`config.mk`:
```
export PLATFORM = sky130hd
export DESIGN_NAME = seq_mult_add
export DESIGN_NICKNAME = d
export VERILOG_FILES = /design/src/rtl/seq_mult_add.sv
export SDC_FILE = /design/constraint.sdc
export NUM_CORES = 1
export LEC_CHECK = 0
export ABC_CLOCK_PERIOD_IN_PS = 2690
export CAP_MARGIN = 20
export CORE_ASPECT_RATIO = 0.7
export CORE_MARGIN = 2
export CORE_UTILIZATION = 48
export DETAILED_ROUTE_END_ITERATION = 10
export PLACE_DENSITY = 0.77
export RECOVER_POWER = 100
export SLEW_MARGIN = 20
export SYNTH_ARGS = -nofsm -noshare
export SYNTH_HDL_FRONTEND = slang
export SYNTH_SLANG_ARGS = --single-unit
```
`constraint.sdc`:
```
create_clock -name clk -period 2.69 [get_ports clk]
set_clock_uncertainty 0.1 [all_clocks]
set_input_delay 0.538 -clock clk [delete_from_list [all_inputs] [get_ports clk]]
set_output_delay 0.538 -clock clk [all_outputs]
set_load 0.01 [all_outputs]
```
`src/rtl/seq_mult_add.sv`:
```
// seq_mult_add
// Sequential radix-2 shift-add multiply-accumulator:
//   product = multiplicand * multiplier + addend   (unsigned)
// One multiplier bit is consumed per clock. The accumulator starts at the
// addend, so the addition costs no extra cycles.
//
// Handshake: a start seen while busy=0 latches all three operands and raises
// busy on the same edge; start while busy=1 is ignored. On the edge that
// performs the final iteration busy drops, product is loaded and dout_vld
// pulses for exactly one cycle. product then holds until the next completion.
// A new start may be presented while dout_vld=1.
//
// Ports:
//   clk           in   rising-edge clock
//   rst           in   asynchronous active-low reset
//   start         in   operation request, sampled only while idle
//   multiplicand  in   WIDTH  operand A
//   multiplier    in   WIDTH  operand B
//   addend        in   WIDTH  operand C
//   product       out  2*WIDTH  A*B+C, registered
//   busy          out  high while iterating; this is the FSM state (RUN=1)
//   dout_vld      out  one-cycle completion pulse
//
// Optional feature macro: SEQ_MULT_ADD_EARLY_TERM_EN
//   When defined, the operation finishes as soon as the remaining multiplier
//   bits are all zero, and the partial result is re-aligned with a variable
//   right shift. Results are identical; only latency changes.
//   When undefined, every operation takes exactly WIDTH iterations.

module seq_mult_add #(
  parameter int WIDTH = 32,
  parameter int CBIT  = 5
) (
  input  logic               clk,
  input  logic               rst,
  input  logic               start,
  input  logic [WIDTH-1:0]   multiplicand,
  input  logic [WIDTH-1:0]   multiplier,
  input  logic [WIDTH-1:0]   addend,
  output logic [2*WIDTH-1:0] product,
  output logic               busy,
  output logic               dout_vld
);

  // FSM encoding; the state register drives busy directly.
  localparam logic [0:0] S_IDLE = 1'b0;
  localparam logic [0:0] S_RUN  = 1'b1;

  logic [0:0]         r_state;
  logic [WIDTH-1:0]   r_mcand;
  logic [WIDTH-1:0]   r_acc_hi;
  logic [WIDTH-1:0]   r_acc_lo;
  logic [CBIT-1:0]    r_cnt;
  logic [2*WIDTH-1:0] r_product;
  logic               r_dout_vld;

  logic [WIDTH:0]     w_sum;
  logic [2*WIDTH-1:0] w_next_acc;
  logic               w_last;
  logic [2*WIDTH-1:0] w_result;

  // One shift-add step. The carry sum[WIDTH] lands in the top bit of acc_hi
  // because the whole pair shifts right by one as the sum is written back.
  assign w_sum      = {1'b0, r_acc_hi} + {1'b0, (r_acc_lo[0] ? r_mcand : {WIDTH{1'b0}})};
  assign w_next_acc = {w_sum, r_acc_lo[WIDTH-1:1]};

`ifdef SEQ_MULT_ADD_EARLY_TERM_EN
  // Before iteration cnt, acc_lo[WIDTH-1-cnt:0] still holds multiplier bits
  // cnt..WIDTH-1. Bit 0 is consumed now, so the bits left for later
  // iterations are acc_lo[WIDTH-1-cnt:1], i.e. the low WIDTH-1-cnt bits of
  // acc_lo[WIDTH-1:1]. If they are all zero the remaining iterations would
  // only shift, so the shift is applied in one go instead.
  logic [WIDTH-2:0] w_rem_mask;
  assign w_rem_mask = {(WIDTH-1){1'b1}} >> r_cnt;
  assign w_last     = ((r_acc_lo[WIDTH-1:1] & w_rem_mask) == '0);
  assign w_result   = w_next_acc >> (CBIT'(WIDTH-1) - r_cnt);
`else
  assign w_last     = (r_cnt == CBIT'(WIDTH-1));
  assign w_result   = w_next_acc;
`endif

  always_ff @(posedge clk or negedge rst) begin
    if (!rst) begin
      r_state    <= S_IDLE;
      r_mcand    <= '0;
      r_acc_hi   <= '0;
      r_acc_lo   <= '0;
      r_cnt      <= '0;
      r_product  <= '0;
      r_dout_vld <= 1'b0;
    end else begin
      r_dout_vld <= 1'b0;
      case (r_state)
        S_IDLE: begin
          if (start) begin
            r_mcand  <= multiplicand;
            r_acc_hi <= addend;
            r_acc_lo <= multiplier;
            r_cnt    <= '0;
            r_state  <= S_RUN;
          end
        end
        S_RUN: begin
          r_acc_hi <= w_next_acc[2*WIDTH-1:WIDTH];
          r_acc_lo <= w_next_acc[WIDTH-1:0];
          r_cnt    <= r_cnt + 1'b1;
          if (w_last) begin
            r_product  <= w_result;
            r_dout_vld <= 1'b1;
            r_state    <= S_IDLE;
          end
        end
        default: r_state <= S_IDLE;
      endcase
    end
  end

  assign product  = r_product;
  assign busy     = r_state;
  assign dout_vld = r_dout_vld;

endmodule
```
==> results.cfg, run 1 <==
[cts]
clkTransAtPathRegs_ns = 0.07
clock_latency_ns = 0.44
hold_buffers = 0
h-tree-depth = 4
clk_path_buf_depth = 2
cts_tree = done
cts_made_buffers = 17
clkSinkCount = 167
clockRootBuffer = clkbuf_16

[placement]
placed_area_sq_mm = 0.0112
place_hpwl_mm = 16.1
place_congestion = 0.891
place_ws_ns = -0.481
dp_cells = 1330
port_buffers = 164

[route]
num_vias = 7512
via_per_inst = 5.44
first_iter_violations = 638
routed_wl_mm = 25.0
drtPass1Iterations = 6
wl_per_cell_um = 18.1
drtAntennaViolNets = 0
route.detailed.drc = 0

[worst_setup_path]
crit_chain = buf_6, and2_4, ha_4, buf_4, a21oi_1, buf_4, a31oi_1, nor2_1, a31oi_4, a21oi_4, o21ai_4, nor2_1, a211o_1
worst-r2r-setup-slack_ns = -0.28
ff2ff_path_depth = 13
worstPathRequired_ns = 2.92
crit_fanout = 7
arrival_ns = 3.20
worst_r2r_startpoint = r_acc_lo[0]$_DFFE_PN0P_
start_kind = flip-flop
critical-path-max-stage-delay_ns = 0.48
path_class = flip-flop to flip-flop
crit_path_end_kind = flip-flop
cpLargestDelayFamily = compound AO/OA/AOI/OAI gates
r2r-end = product[61]$_DFFE_PN0P_
slowest_stage = dfrtp_2
cp.buffers_inverters = 3

[timing]
whs_ns = 0.377
rsz0062_at_grt = true
relSlewSlack = -0.259
fin_crit_ns = 2.97
setup_slack_ns = -0.282
worstMarginPinSlew_ns = 1.89
setup_viol = 42
hold_viol = 0
timing.setup.tns_ns = -7.18
drv_slew = 72
fmax_mhz = 336
finalCritPeriodShare = 1.10

[die]
die_y_um = 117
io_pins = 165
num_rows = 41
start_util = 0.486
coreArea_sq_mm = 0.0179
fp.dieW_um = 165
die-area_sq_mm = 0.0192

[grt]
grt_pass1_wl_mm = 38.6
antenna_found_initial = 0
gr-total-overflow = 0
grt_pass1_vias = 7402
grt_max_degree = 78
grt_usage = 0.261

[synth]
synth_top_family_by_area = simple AND/OR/NAND/NOR gates
synthAdderAreaFrac = 0.0512
synth_top_flop_cell = dfrtp_1
yosysUniqueCellTypes = 58
ys_seq_area_frac = 0.480
synth-seq-cells = 167
synth_area_sq_mm = 0.00870
synth_nets = 1027
ys_top_cells_by_area = dfrtp_1 48%, nand2_1 9.4%, mux2i_1 6.4%, mux2_2 5.0%, ha_1 4.9%
synth_xor_area_frac = 0.0302
synthMuxAreaShare = 0.115
synth_common_cells = 217 x nand2_1, 167 x dfrtp_1, 67 x o21ai_0, 56 x mux2i_1, 42 x clkbuf_1
synth_compound_area_frac = 0.133
synthesis.instances = 893
synth-edff-count = 0
synth.largest_area_cell = dfrtp_1
async_reset_ff_frac = 1.00
yosysMostFrequentCell = nand2_1
synthSimpleGateAreaFrac = 0.164
yosys_warnings = 0
syn_avg_cell_area_sq_um = 9.75
synthDominantCellAreaShare = 0.480

[outcome]
violations = capacitance limit, slew limit, setup timing
status = complete, but fails checks

[power_and_ir_drop]
p_leak_nw = 5.85
p_total_mw = 15.9
ir_worst_vdd_mv = 0.665
power_density_mw_per_mm2 = 1270

[layout]
drive_gt1_frac = 0.228
final_area_sq_mm = 0.0124
diodes = 0
final_nets = 1265
num-fill-cells = 1333
multi_input_area_sq_mm = 0.00487
seqCellArea_sq_mm = 0.00418
final_util = 0.695
finalNonFillerCells = 1380
syn2layout_area_growth_pct = 43.0

[hold_path]
holdPathStages = 2
min_path_type = flip-flop to flip-flop
hold_path_end = product[9]$_DFFE_PN0P_
hold_start = product[9]$_DFFE_PN0P_

[flow_run]
drv_cap = 1
[placed cells by master (no fill, tap or decap), drive strengths merged, types with 20 or more instances in the layout]
cell / instances
clkbuf: 25
nand2: 217
ha: 34
clkdlybuf4s50: 162
dfrtp: 167
buf: 100
mux2i: 56
a21oi: 41
mux2: 39
xnor2: 20
inv: 21
o21ai: 81
and2: 33
[sequential cells by signal, indices dropped and copies added, names as in the netlist]
signal    count
busy          1
r_acc_hi     32
product      64
r_cnt         5
dout_vld      1
r_acc_lo     32
r_mcand      32
[report_power, final]
part	switching [mW]	leakage, nW	internal (mW)
registers	0.890	2.12	3.69
logic	4.34	3.45	4.52
clock network	1.18	0.278	1.24
[per-layer routing]
layer	GRT usage	vias up	part of all wire
li1	-	3563	-
met1	0.367	3650	0.48
met2	0.402	265	0.45
met3	0.0621	34	0.059
met4	0.0817	0	0.014
met5	0	-	0
[worst register-to-register path, cell delays in order (launching register included)]
cell and delay (ns):
dfrtp_2 0.48, buf_6 0.16, and2_4 0.14, ha_4 0.26, buf_4 0.14, a21oi_1 0.09, buf_4 0.14, a31oi_1 0.27
nor2_1 0.12, a31oi_4 0.31, a21oi_4 0.13, o21ai_4 0.23, nor2_1 0.06, a211o_1 0.23
[area by class of cell]
cell class / count / share of cell area
multi-input combinational: 664 / 0.391
sequential: 167 / 0.336
timing repair buffer: 270 / 0.199
clock buffer: 17 / 0.0342
tap: 236 / 0.0237
clock inverter: 15 / 0.0120
inverter: 11 / 0.00332
[worst max path at each step]
stage,start,to,slack [ns],cells past startpoint
finish,r_acc_lo[0]$_DFFE_PN0P_,product[61]$_DFFE_PN0P_,-0.28,13
global route,r_acc_lo[0]$_DFFE_PN0P_,r_acc_hi[27]$_DFFE_PN0P_,-0.45,13
CTS,r_acc_lo[0]$_DFFE_PN0P_,r_acc_hi[31]$_DFFE_PN0P_,-0.23,12
detailed placement,r_acc_lo[0]$_DFFE_PN0P_,r_acc_hi[28]$_DFFE_PN0P_,-0.48,12
global placement,r_acc_lo[0]$_DFFE_PN0P_,r_acc_hi[28]$_DFFE_PN0P_,-0.34,12
floorplan,r_acc_lo[0]$_DFFE_PN0P_,r_acc_hi[15]$_DFFE_PN0P_,-0.11,11
[cell families after synthesis]
group / Yosys count
compound gates: 183
mux: 95
flops: 167
xor+xnor: 30
fa+ha+maj: 35
simple gates: 321
buf+inv: 62
[timing repair]
item / 4_1_cts / 5_1_grt
pin swaps: 50 / 35
cloned: 1 / 0
buffers inserted: 16 / 5
resized for setup: 56 / 47
endpoints found under the setup margin: 42 / 47
Note: power is estimated with default switching activity, not from simulation.
==> run 2: changes to the inputs <==
ABC_CLOCK_PERIOD_IN_PS = unset   (was 2690)
==> results of run 2 <==
No change in the layout: final DEF, timing and power equal those of run 1.
